$ cat src/rtl/bmem_adapter_pkg.sv
// Shared types and defaults for the L2-to-bmem line/burst adapter.
package bmem_adapter_pkg;

  localparam int LINE_W_DEF       = 256;
  localparam int BEAT_W_DEF       = 64;
  localparam int BEATS_DEF        = 4;
  localparam int LINE_OFFSET_BITS = 5;

  typedef enum logic [2:0] {
    IDLE,
    RD_REQ,
    RD_DATA,
    WR_BURST,
    RESP
  } state_t;

endpackage

$ cat src/rtl/bmem_line_adapter_assembler.sv
// Counter-indexed beat register file that rebuilds a cache line from read beats.
// Writes one slot per enabled cycle; contents persist until a synchronous clear.
module line_beat_assembler
  import bmem_adapter_pkg::*;
#(
  parameter int BEAT_W = BEAT_W_DEF,
  parameter int BEATS  = BEATS_DEF,
  parameter int CNT_W  = $clog2(BEATS_DEF)
) (
  input  logic                      clk,
  input  logic                      clr,
  input  logic                      we,
  input  logic [CNT_W-1:0]          idx,
  input  logic [BEAT_W-1:0]         beat,
  output logic [BEATS*BEAT_W-1:0]   line
);

  logic [BEAT_W-1:0] slot_q [BEATS];
  logic [BEAT_W-1:0] slot_d [BEATS];

  always_comb begin
    for (int i = 0; i < BEATS; i++) begin
      slot_d[i] = slot_q[i];
      if (we && (idx == CNT_W'(i))) slot_d[i] = beat;
    end
  end

  always_ff @(posedge clk) begin
    for (int i = 0; i < BEATS; i++) begin
      if (clr) slot_q[i] <= '0;
      else     slot_q[i] <= slot_d[i];
    end
  end

  always_comb begin
    line = '0;
    for (int i = 0; i < BEATS; i++) line[i*BEAT_W +: BEAT_W] = slot_q[i];
  end

endmodule

$ cat src/rtl/bmem_line_adapter.sv
// Splits 256-bit L2 line reads/writes into 4x64-bit bmem bursts, one transaction in flight.
// Read: resp one cycle after 4th beat; write: beats advance only on bmem_ready, resp after last.
module bmem_line_adapter
  import bmem_adapter_pkg::*;
#(
  parameter int LINE_W = LINE_W_DEF,
  parameter int BEAT_W = BEAT_W_DEF,
  parameter int BEATS  = BEATS_DEF
) (
  input  logic              clk,
  input  logic              rst,
  input  logic [31:0]       dfp_addr,
  input  logic              dfp_read,
  input  logic              dfp_write,
  input  logic [LINE_W-1:0] dfp_wdata,
  output logic [LINE_W-1:0] dfp_rdata,
  output logic              dfp_resp,
  output logic [31:0]       bmem_addr,
  output logic              bmem_read,
  output logic              bmem_write,
  output logic [BEAT_W-1:0] bmem_wdata,
  input  logic              bmem_ready,
  input  logic [31:0]       bmem_raddr,
  input  logic [BEAT_W-1:0] bmem_rdata,
  input  logic              bmem_rvalid
);

  localparam int CNT_W = (BEATS > 1) ? $clog2(BEATS) : 1;
  localparam logic [CNT_W-1:0] LAST = CNT_W'(BEATS - 1);

  if (LINE_W != BEATS * BEAT_W) begin : g_bad_cfg
    $error("bmem_line_adapter: LINE_W must equal BEATS*BEAT_W");
  end

  state_t            state_q, state_d;
  logic [CNT_W-1:0]  cnt_q, cnt_d;
  logic [31:0]       line_q, line_d;
  logic [LINE_W-1:0] wbuf_q, wbuf_d;
  logic [31:0]       bmem_addr_q, bmem_addr_d;
  logic              bmem_read_q, bmem_read_d;
  logic              bmem_write_q, bmem_write_d;
  logic [BEAT_W-1:0] bmem_wdata_q, bmem_wdata_d;
  logic              dfp_resp_q, dfp_resp_d;
  logic              beat_we;
  logic [31:0]       req_line;
  int                nxt_beat;
  logic              unused_low_addr;

  assign req_line        = {dfp_addr[31:LINE_OFFSET_BITS], LINE_OFFSET_BITS'(0)};
  assign unused_low_addr = ^{dfp_addr[LINE_OFFSET_BITS-1:0], bmem_raddr[LINE_OFFSET_BITS-1:0]};

  // Beats tagged with another line (stale or foreign traffic) never land in the buffer.
  assign beat_we = (state_q == RD_DATA) && bmem_rvalid &&
                   (bmem_raddr[31:LINE_OFFSET_BITS] == line_q[31:LINE_OFFSET_BITS]);
  assign nxt_beat = int'(cnt_q) + 1;

  always_comb begin
    state_d      = state_q;
    cnt_d        = cnt_q;
    line_d       = line_q;
    wbuf_d       = wbuf_q;
    bmem_addr_d  = bmem_addr_q;
    bmem_read_d  = bmem_read_q;
    bmem_write_d = bmem_write_q;
    bmem_wdata_d = bmem_wdata_q;
    dfp_resp_d   = 1'b0;
    case (state_q)
      IDLE: begin
        if (dfp_read) begin
          line_d      = req_line;
          bmem_addr_d = req_line;
          bmem_read_d = 1'b1;
          state_d     = RD_REQ;
        end else if (dfp_write) begin
          line_d       = req_line;
          wbuf_d       = dfp_wdata;
          bmem_addr_d  = req_line;
          bmem_write_d = 1'b1;
          bmem_wdata_d = dfp_wdata[BEAT_W-1:0];
          state_d      = WR_BURST;
        end
      end
      RD_REQ: begin
        if (bmem_ready) begin
          bmem_read_d = 1'b0;
          bmem_addr_d = '0;
          state_d     = RD_DATA;
        end
      end
      RD_DATA: begin
        if (beat_we) begin
          if (cnt_q == LAST) begin
            cnt_d      = '0;
            dfp_resp_d = 1'b1;
            state_d    = RESP;
          end else begin
            cnt_d = cnt_q + CNT_W'(1);
          end
        end
      end
      WR_BURST: begin
        if (bmem_ready) begin
          if (cnt_q == LAST) begin
            cnt_d        = '0;
            bmem_write_d = 1'b0;
            bmem_wdata_d = '0;
            bmem_addr_d  = '0;
            dfp_resp_d   = 1'b1;
            state_d      = RESP;
          end else begin
            cnt_d        = cnt_q + CNT_W'(1);
            bmem_wdata_d = wbuf_q[nxt_beat*BEAT_W +: BEAT_W];
          end
        end
      end
      RESP:    state_d = IDLE;
      default: state_d = IDLE;
    endcase
  end

  always_ff @(posedge clk) begin
    if (rst) begin
      state_q      <= IDLE;
      cnt_q        <= '0;
      line_q       <= '0;
      wbuf_q       <= '0;
      bmem_addr_q  <= '0;
      bmem_read_q  <= 1'b0;
      bmem_write_q <= 1'b0;
      bmem_wdata_q <= '0;
      dfp_resp_q   <= 1'b0;
    end else begin
      state_q      <= state_d;
      cnt_q        <= cnt_d;
      line_q       <= line_d;
      wbuf_q       <= wbuf_d;
      bmem_addr_q  <= bmem_addr_d;
      bmem_read_q  <= bmem_read_d;
      bmem_write_q <= bmem_write_d;
      bmem_wdata_q <= bmem_wdata_d;
      dfp_resp_q   <= dfp_resp_d;
    end
  end

  line_beat_assembler #(
    .BEAT_W (BEAT_W),
    .BEATS  (BEATS),
    .CNT_W  (CNT_W)
  ) u_asm (
    .clk  (clk),
    .clr  (rst),
    .we   (beat_we),
    .idx  (cnt_q),
    .beat (bmem_rdata),
    .line (dfp_rdata)
  );

  assign bmem_addr  = bmem_addr_q;
  assign bmem_read  = bmem_read_q;
  assign bmem_write = bmem_write_q;
  assign bmem_wdata = bmem_wdata_q;
  assign dfp_resp   = dfp_resp_q;

endmodule

$ cat config.mk
export PLATFORM = sky130hd
export DESIGN_NAME = bmem_line_adapter
export DESIGN_NICKNAME = d
export VERILOG_FILES = /design/src/rtl/bmem_adapter_pkg.sv /design/src/rtl/bmem_line_adapter_assembler.sv /design/src/rtl/bmem_line_adapter.sv
export SDC_FILE = /design/constraint.sdc
export NUM_CORES = 1
export LEC_CHECK = 0
export BUFFER_PORTS_ARGS = -buffer_cell sky130_fd_sc_hd__clkbuf_2
export CAP_MARGIN = 20
export CORE_AREA = 2 2 289 291
export CTS_BUF_LIST = sky130_fd_sc_hd__clkbuf_4 sky130_fd_sc_hd__clkbuf_8 sky130_fd_sc_hd__clkbuf_16
export DETAILED_ROUTE_END_ITERATION = 12
export DIE_AREA = 0 0 291 293
export PLACE_DENSITY_LB_ADDON = 0.25
export SLEW_MARGIN = 20
export SYNTH_ARGS = -nofsm -noshare
export SYNTH_HDL_FRONTEND = slang
export SYNTH_SLANG_ARGS = --single-unit
$ cat constraint.sdc
create_clock -name clk -period 2 [get_ports clk]
set_input_delay 0.4 -clock clk [delete_from_list [all_inputs] [get_ports clk]]
set_output_delay 0.4 -clock clk [all_outputs]
set_load 0.01 [all_outputs]
==> key figures, run 1 <==
Run status
  – Status: finished with violations
  – Failing checks: setup timing

Placement
  – GPL Wtd Cong: around 0.8
  – Detailed placer's ending HPWL: 64,400 um
  – Worst slack, placed: -0.509 ns
  – Port Buffers: 729

Global route
  – Grt total ovfl: 0
  – Total track usage: 19.3%
  – Vias in the first global route: 20,200
  – First-pass GRT wire length: between 100,000 and 150,000 um
  – Antenna violations before repair: 25
  – Largest net degree at the start of global routing: 85

CTS
  – Clock sink count: 574
  – Clk_lat worst skew: 0.61 ns
  – Root buffer cell: clkbuf_16
  – TritonCTS clock tree: yes
  – CTS Buf Count: 69
  – CTS max path bufs: 3
  – CTS H-Tree Depth: 3
  – Clk pin slew, worst setup/hold paths: 0.06 ns

Pwr
  – Switch Pwr: approximately 7.6 mW
  – Pleak: 14.9 nW
  – PD cells: 882 nW/um^2
  – Worst VDD drop: ~0.00069 V
  – Clock network fraction of total power: 43.9%
  – Power Internal: 21.0 mW
  – Sw Share: 26.7%
  – Comb pwr share: approximately an eighth
  – Reg power frac: 42.9%

Setup path
  – CP Capture Type: register
  – Reg2Reg Setup Slack: -0.14 ns
  – Worst path max stage delay: 0.33 ns
  – CP Cell Sequence: xor2_2 > nor4_2 > nand3_1 > nor4_4 > buf_12 > nand2_8 > buf_12 > mux2i_1
  – Req. time, crit path: 2.47 ns
  – Worst setup SP type: register
  – Worst-path maximum fanout: 23
  – Slowest cell on the critical path: dfxtp_2
  – Worst Path Arrival: 2.60 ns
  – CP most frequent cell: buf_12
  – Buffers and inverters on the worst path: 2
  – Critical path class: reg2reg
  – Cell family with the largest share of critical-path delay: simple AND/OR/NAND/NOR gates

Drt
  – Number of nets with antenna violations after routing: 0
  – Vias: slightly above 20,000
  – Overall routed net length: 87,200 um
  – Routed len/inst: 19.4 um
  – Pre-antenna DRT Iters: 5
  – Vias per cell: 4.61
  – DRT iter0 DRCs: between 900 and 1,000
  – Residual DRC: 0

Synthesis
  – Flops & latches, synth: 574
  – Synth area leaders: dfxtp_1, mux2i_1, nand2b_1
  – Yosys warns: 0
  – Average instance area after synthesis: 9.17 um^2
  – Syn Std Cell Area: between 20,000 and 25,000 um^2
  – Post-synth EDFFs: 0
  – Dominant cell type by area after synthesis: dfxtp_1
  – Ys flop type: dfxtp_1
  – Post-synth top area share: between 40% and 50%
  – Most numerous cell in the Yosys netlist: dfxtp_1
  – Netlist cell types: 36
  – Synth cell count leaders: dfxtp_1, nand2_1, mux2i_1, nand2b_1, a21oi_1
  – Synth Instances: between 2,000 and 3,000
  – Register area share after synthesis: 49.0%
  – Asr flop ratio synth: 0%

Floorplanning
  – Die height: 293 um
  – Initial core utilization: 28.6%
  – Core Rows: roughly 110
  – Die W: 291 um
  – Core Box Area: 81,800 um^2
  – # IOs: between 700 and 800
  – Die area: approximately 85,000 um^2

Timing
  – PnR worst setup slack: -0.137 ns
  – Setup skew after layout: 0.0299 ns
  – Final max-slew violation count: 0
  – Final Hold Viols: 0
  – Post-layout min period: 2.14 ns
  – Fmax: 468 MHz
  – RSZ-0062 raised after global routing: yes
  – Setup-failing EPs final: 258
  – Final period utilization: 107%
  – Hold WS: about 0.035 ns

Cells and area
  – Share of cells above drive strength 1: between 20 and 30%
  – Final Net Count: 3,760
  – Synthesis-to-layout area growth: 38.3%

Job
  – Max-cap viol count: 0

Worst hold path
  – Worst min path class: in2reg
worst register-to-register path, stage by stage (launching register included):
cell     delay (ns)
dfxtp_2        0.33
xor2_2         0.14
nor4_2         0.32
nand3_1        0.19
nor4_4         0.29
buf_12         0.20
nand2_8        0.15
buf_12         0.22
mux2i_1        0.17
cells in the final DEF, fill, tap and decap left out, drive strengths merged, types with 10 or more instances in the layout:
cell type	n
dfxtp	574
nand2b	322
a21oi	251
nor2	76
mux2i	322
dlygate4sd3	91
o22ai	64
clkinv	19
clkbuf	835
a211oi	64
diode	15
xor2	17
xnor2	10
a22oi	64
nand2	540
buf	117
metrics by stage:
stage | util, % | setup TNS (ns) | area [um^2] | total power [mW] | instances
2_1_floorplan | - | 0 | 23500 | 14.4 | 2560
3_3_place_gp | 35.1 | -114.29 | 28700 | 16.1 | 4261
3_5_place_dp | 35.1 | -118.88 | 28700 | 16.1 | 4261
4_1_cts | 39.1 | -34.65 | 32000 | 28.9 | 4478
5_1_grt | 39.6 | -45.32 | 32400 | 29.8 | 4503
6_report | 39.6 | -22.24 | 32400 | 28.6 | 4504
logic make-up after synthesis:
group           share of synthesized area [%]
simple gates                             19.4
buf+inv                                  5.17
fa+ha+maj                               0.214
xor+xnor                                 1.01
mux                                      13.8
compound gates                           11.4
flops                                    49.0
other cells                            0.0160
flip-flops by register name, summed over array words and instances, names as in the netlist:
register,count
bmem_addr,27
bmem_read,1
bmem_wdata,64
bmem_write,1
cnt_q,2
dfp_resp,1
line_q,27
state_q,3
u_asm.slot_q,256
wbuf_q,192
power by group through the flow:
stage          combinational, mW  sequential (mW)  clock (mW)
6_report                    3.75             12.3        12.6
2_1_floorplan               1.83             12.6           0
3_3_place_gp                3.60             12.5           0
5_1_grt                     4.10             12.3        13.3
4_1_cts                     3.78             12.3        12.9
3_5_place_dp                3.59             12.5           0
cell type report:
type                       instances  area (um^2)
multi-input combinational       1771        10900
fill                            8386        49400
clock inverter                    27          280
tap                             1070         1340
timing repair buffer             946         6360
inverter                           4         15.0
sequential                       574        11500
clock buffer                      97         2010
antenna                           15         37.5
routing by layer:
layer	up-vias	wire, um	track usage [%]
met5	-	128	0
met4	20	3060	7.84
met3	176	5420	4.88
met2	617	42100	32.7
met1	9717	36500	23.5
li1	10200	-	-
repair_timing:
item | 4_1_cts | 5_1_grt
pin swaps | 1 | 8
hold endpoints to repair | 91 | 0
buffers inserted | 0 | 1
hold buffers | 91 | 0
setup endpoints to repair | 261 | 259
gates resized for setup | 17 | 15
cloned | 2 | 11
final timing paths:
path,from,endpoint,cells after the start
setup / recovery,line_q[18],u_asm.slot_q[0][57],8
setup reg to reg,line_q[18],u_asm.slot_q[0][57],8
hold / removal,dfp_wdata[77],wbuf_q[77],3
hold reg to reg,wbuf_q[243],wbuf_q[243],2
Note: power is estimated with default switching activity, not from simulation.
==> run 2: changes to the inputs <==
--- a/config.mk
+++ b/config.mk
@@ -7,10 +7,10 @@
 export LEC_CHECK = 0
 export BUFFER_PORTS_ARGS = -buffer_cell sky130_fd_sc_hd__clkbuf_2
 export CAP_MARGIN = 20
-export CORE_AREA = 2 2 289 291
+export CORE_AREA = 5 5 284 286
 export CTS_BUF_LIST = sky130_fd_sc_hd__clkbuf_4 sky130_fd_sc_hd__clkbuf_8 sky130_fd_sc_hd__clkbuf_16
 export DETAILED_ROUTE_END_ITERATION = 12
-export DIE_AREA = 0 0 291 293
+export DIE_AREA = 0 0 289 291
 export PLACE_DENSITY_LB_ADDON = 0.25
 export SLEW_MARGIN = 20
 export SYNTH_ARGS = -nofsm -noshare
==> run 2 against run 1 <==
  * The run still ends with setup timing left
  * Total power increased by 0.79%
  * Combinational power increased by 2%
  * Via count decreased by 0.57%
  * Largest power group unchanged
==> key figures, run 2 (synthesis gave the netlist of run 1 again) <==
Timing
  – PnR worst setup slack: -0.259 ns
  – RSZ-0062 raised after global routing: yes
  – Fmax: 443 MHz
  – Final max-slew violation count: 0
  – Setup-failing EPs final: 261
  – Final period utilization: 113%
  – Final Hold Viols: 0
  – Setup skew after layout: 0.0191 ns
  – Post-layout min period: 2.26 ns
  – Hold WS: 0.0391 ns

Placement
  – Placed cell count: 4,249
  – Detailed placer's ending HPWL: about 64,000 um
  – GPL Wtd Cong: about 0.85
  – Worst slack, placed: -0.493 ns
  – Post-DP Area: around 29,000 um^2
  – Port Buffers: 729

Floorplanning
  – Core Box Area: 78,100 um^2
  – Die area: 84,100 um^2
  – Core Rows: 103
  – Die W: 289 um
  – Die height: 291 um
  – Initial core utilization: 30.0%
  – # IOs: 745

Setup path
  – Buffers and inverters on the worst path: 2
  – Critical path class: reg2reg
  – Worst-path maximum fanout: 8
  – Req. time, crit path: between 2 and 2.5 ns
  – CP Cell Sequence: xor2_1 > nor4_2 > nand3_4 > nor4_4 > buf_12 > nand2_8 > buf_12 > mux2i_2
  – Worst path max stage delay: 0.41 ns
  – CP most frequent cell: buf_12
  – Worst setup SP type: register
  – Slowest cell on the critical path: nor4_2
  – Worst Path Arrival: 2.70 ns
  – Cell family with the largest share of critical-path delay: simple AND/OR/NAND/NOR gates
  – CP Capture Type: register

Drt
  – Pre-antenna DRT Iters: 5
  – DRT iter0 DRCs: ~1,100
  – Vias: slightly above 20,000
  – Overall routed net length: 87,600 um
  – Residual DRC: 0
  – Number of nets with antenna violations after routing: 0
  – Vias per cell: 4.59
  – Routed len/inst: a little under 20 um

Worst hold path
  – Worst min path class: in2reg

Cells and area
  – Fill cell count: 7,898
  – Share of cells above drive strength 1: roughly 30%
  – Synthesis-to-layout area growth: 38.9%
  – Largest register FFs: about 260
  – Final Net Count: 3,773
  – Reg with most FFs: u_asm.slot_q
  – Most common cell after layout, fill and taps aside: clkbuf_2
  – Most frequent cells in the layout: clkbuf_2, dfxtp_1, nand2_1, nand2b_1, mux2i_1
  – Fin area: about 33,000 um^2
  – Post-route insts no fill: between 4,000 and 5,000

Global route
  – Grt total ovfl: 0
  – Vias in the first global route: 20,400
  – Total track usage: about 19%
  – Largest net degree at the start of global routing: 69
  – Antenna violations before repair: 28
  – First-pass GRT wire length: 127,000 um

CTS
  – Clock sink count: 574
  – CTS Buf Count: 68
  – Root buffer cell: clkbuf_16
  – TritonCTS clock tree: yes
  – Clk pin slew, worst setup/hold paths: 0.06 ns
  – CTS max path bufs: 3
  – Clk_lat worst skew: 0.59 ns
  – CTS H-Tree Depth: 3

Pwr
  – PD cells: ~900 nW/um^2
  – Pleak: 14.9 nW
  – Worst VDD drop: roughly 0.00057 V

Job
  – Max-cap viol count: 0

Run status
  – Failing checks: setup timing
  – Status: finished with violations
## run 2: cell types whose count changed in the layout (fill, tap and decap cells not counted), sizes merged
cell         previous run  this run
diode                  15        16
clkinvlp                3         1
dlygate4sd3            91        98
nand2                 540       541
bufinv                  2         3
buf                   117       127
clkbuf                835       838
clkinv                 19        12
## run 2: where the power goes
group	internal (mW)	switching [mW]
Combinational	1.66	2.15
Clock	7.64	5.07
Sequential	12.0	0.319
## run 2: path summary, 6_finish.rpt
kind	from	endpoint	slack, ns	cells after the start
min reg2reg	wbuf_q[186]	wbuf_q[186]	0.45	2
max	line_q[7]	u_asm.slot_q[0][6]	-0.26	8
max reg2reg	line_q[7]	u_asm.slot_q[0][6]	-0.26	8
min	dfp_wdata[144]	wbuf_q[144]	0.04	3
## run 2: layout make-up
class                      instances  area, um^2  share of cell area, %
timing repair buffer             959        6470                   19.9
tap                             1050        1310                   4.04
sequential                       574       11500                   35.3
inverter                           4        15.0                 0.0461
multi-input combinational       1772       10900                   33.4
clock buffer                     104        2080                   6.38
clock inverter                    19         258                  0.792
antenna                           16        40.0                  0.123
## run 2: through the flow
step	setup TNS [ns]	total power, mW	utilization [%]
3_5_place_dp	-116.86	16.2	36.9
5_1_grt	-84.77	30.1	41.7
3_3_place_gp	-115.50	16.2	36.9
4_1_cts	-67.24	29.2	41.3
6_report	-55.36	28.8	41.7
2_1_floorplan	0	14.4	-
## run 2: repair_timing
| action | 4_1_cts | 5_1_grt |
|---|---|---|
| gates resized for setup | 12 | 15 |
| hold buffers | 98 | 0 |
| pin swaps | 2 | 8 |
| endpoints found under the setup margin | 261 | 262 |
| gates cloned | 1 | 8 |
| setup buffers | 1 | 2 |
| hold endpoints to repair | 98 | 0 |
## run 2: per-layer routing
| layer | vias to the layer above | GRT usage (%) | wire, um |
|---|---|---|---|
| met2 | 698 | 31.6 | 40600 |
| li1 | 10300 | - | - |
| met5 | - | 0 | 152 |
| met4 | 24 | 6.66 | 2620 |
| met3 | 133 | 6.68 | 7800 |
| met1 | 9537 | 24.0 | 36400 |
## run 2: worst register-to-register path, stage by stage (launching register included)
cell and delay (ns):
dfxtp_1 0.33, xor2_1 0.18, nor4_2 0.41, nand3_4 0.15
nor4_4 0.31, buf_12 0.22, nand2_8 0.15, buf_12 0.21
mux2i_2 0.15
==> run 3: changes to the inputs <==
--- a/config.mk
+++ b/config.mk
@@ -8,7 +8,6 @@
 export BUFFER_PORTS_ARGS = -buffer_cell sky130_fd_sc_hd__clkbuf_2
 export CAP_MARGIN = 20
 export CORE_AREA = 5 5 284 286
-export CTS_BUF_LIST = sky130_fd_sc_hd__clkbuf_4 sky130_fd_sc_hd__clkbuf_8 sky130_fd_sc_hd__clkbuf_16
 export DETAILED_ROUTE_END_ITERATION = 12
 export DIE_AREA = 0 0 289 291
 export PLACE_DENSITY_LB_ADDON = 0.25
==> run 3 against run 2 <==
  * The run still ends with setup timing left
  * Combinational power hardly changed
  * Final area is 0.34% lower
  * Clock-buffer cell count stayed put
  * Via count is 0.30% lower
  * Global-route usage hardly changed
  * Sequential power hardly changed
  * Critical path depth stayed put
  * Clock power hardly changed
  * Setup slack better by 0.0054 ns
  * Critical endpoint unchanged
  * Largest power group unchanged
==> key figures, run 3 (synthesis gave the netlist of run 1 again) <==
Pwr
  – Comb pwr share: 13.4%
  – Worst VDD drop: 0.000575 V
  – PD cells: 879 nW/um^2
  – Pleak: 14.9 nW
  – Sw Share: between 20% and 30%
  – Total Power: about 29 mW
  – Reg power frac: 43.1%
  – Clock network fraction of total power: a little over two fifths
  – Power Internal: 21.0 mW
  – Switch Pwr: 7.53 mW

Setup path
  – CP most frequent cell: buf_12
  – Slowest cell on the critical path: nor4_2
  – CP Cell Sequence: xor2_1 > nor4_2 > nand3_4 > nor4_4 > buf_12 > nand2_8 > buf_12 > mux2i_2
  – Worst Path Arrival: around 2.7 ns
  – Worst path max stage delay: ~0.40 ns
  – Worst Setup SP: line_q[7]
  – Worst setup SP type: register
  – Critical path class: reg2reg
  – Buffers and inverters on the worst path: 2
  – Cell family with the largest share of critical-path delay: simple AND/OR/NAND/NOR gates
  – CP Capture Type: register
  – Reg2Reg Launch Point: line_q[7]
  – Worst-path maximum fanout: 8
  – Req. time, crit path: 2.44 ns

Cells and area
  – Largest register FFs: 256
  – Share of cells above drive strength 1: between 20% and 30%
  – Most common cell after layout, fill and taps aside: clkbuf_2
  – Fill cell count: 7,906
  – Most frequent cells in the layout: clkbuf_2, dfxtp_1, nand2_1, nand2b_1, mux2i_1
  – Final Net Count: 3,771
  – Synthesis-to-layout area growth: 38.4%
  – Reg with most FFs: u_asm.slot_q
  – Fin area: 32,400 um^2
  – Post-route insts no fill: 4,495

Timing
  – Hold WS: 0.0424 ns
  – RSZ-0062 raised after global routing: yes
  – Post-layout min period: 2.25 ns
  – Setup-failing EPs final: approximately 260
  – PnR worst setup slack: -0.253 ns
  – Fmax: approximately 440 MHz
  – Setup skew after layout: 0.0221 ns
  – Final max-slew violation count: 0
  – Final period utilization: 113%
  – Final Hold Viols: 0

CTS
  – Clock sink count: 574
  – Clk_lat worst skew: 0.59 ns
  – Clk pin slew, worst setup/hold paths: 0.06 ns
  – Root buffer cell: clkbuf_16
  – CTS max path bufs: 3
  – TritonCTS clock tree: yes
  – CTS H-Tree Depth: 3
  – CTS Buf Count: 68

Drt
  – Routed len/inst: 19.4 um
  – Vias per cell: 4.58
  – DRT iter0 DRCs: 1,077
  – Pre-antenna DRT Iters: 5
  – Number of nets with antenna violations after routing: 0
  – Overall routed net length: 87,300 um
  – Residual DRC: 0
  – Vias: about 20,000

Global route
  – Grt total ovfl: 0
  – First-pass GRT wire length: 127,000 um
  – Antenna violations before repair: 27
  – Largest net degree at the start of global routing: between 60 and 70
  – Vias in the first global route: 20,300
  – Total track usage: 19.4%

Floorplanning
  – Core Box Area: 78,100 um^2
  – Initial core utilization: 30.0%
  – # IOs: 745
  – Core Rows: 103
  – Die W: about 290 um
  – Die area: roughly 84,000 um^2
  – Die height: 291 um

Placement
  – Placed cell count: around 4,200
  – Detailed placer's ending HPWL: 64,400 um
  – Post-DP Area: 28,800 um^2
  – Worst slack, placed: -0.493 ns
  – GPL Wtd Cong: between 0.8 and 0.9
  – Port Buffers: 729

Worst hold path
  – Worst hold start: dfp_wdata[155]
  – Worst min path class: in2reg

Run status
  – Failing checks: setup timing
  – Status: finished with violations

Job
  – Max-cap viol count: 0
==> run 3: worst paths after layout <==
| path | slack (ns) | to | cells past startpoint |
|---|---|---|---|
| min reg2reg | 0.45 | wbuf_q[109] | 2 |
| min | 0.04 | wbuf_q[155] | 3 |
| max reg2reg | -0.25 | u_asm.slot_q[0][6] | 8 |
| max | -0.25 | u_asm.slot_q[0][6] | 8 |
==> run 3: worst min-delay path, cell delays in order <==
cell	delay [ns]
clkbuf_2	0.09
nand2_1	0.05
a21oi_1	0.05
==> run 3: stage by stage <==
| step | utilization [%] | setup TNS (ns) |
|---|---|---|
| after CTS | 41.1 | -67.46 |
| final | 41.5 | -52.65 |
| after global routing | 41.5 | -84.54 |
| after global placement | 36.9 | -115.50 |
| after floorplan | - | 0 |
| after detailed placement | 36.9 | -116.86 |
==> run 3: power groups by stage <==
stage          Sequential, mW  Clock [mW]  Combinational (mW)
2_1_floorplan            12.6           0                1.83
3_3_place_gp             12.5           0                3.62
3_5_place_dp             12.5           0                3.62
4_1_cts                  12.3        12.8                3.80
5_1_grt                  12.4        13.2                4.18
6_report                 12.3        12.4                3.81
==> run 3: repair_timing <==
item                                    CTS  global route
gates resized for setup                  12            18
cloned                                    1             7
buffers inserted                          1             2
hold endpoints to repair                 97             0
endpoints found under the setup margin  261           262
pin swaps                                 2             8
hold buffers                             97             0
==> run 3: metal layers <==
layer | global-route usage, % | part of all wire (%)
met1 | 24.0 | 42
met2 | 31.6 | 46
met3 | 6.70 | 8.7
met4 | 6.51 | 2.9
met5 | 0 | 0.18
==> run 3: cell type report <==
cell class,count,area (um^2),area share [%]
sequential,574,11500,35.4
inverter,4,15.0,0.0463
clock inverter,19,258,0.794
timing repair buffer,957,6460,19.9
antenna,15,37.5,0.116
multi-input combinational,1772,10900,33.5
clock buffer,104,1990,6.13
tap,1050,1310,4.05
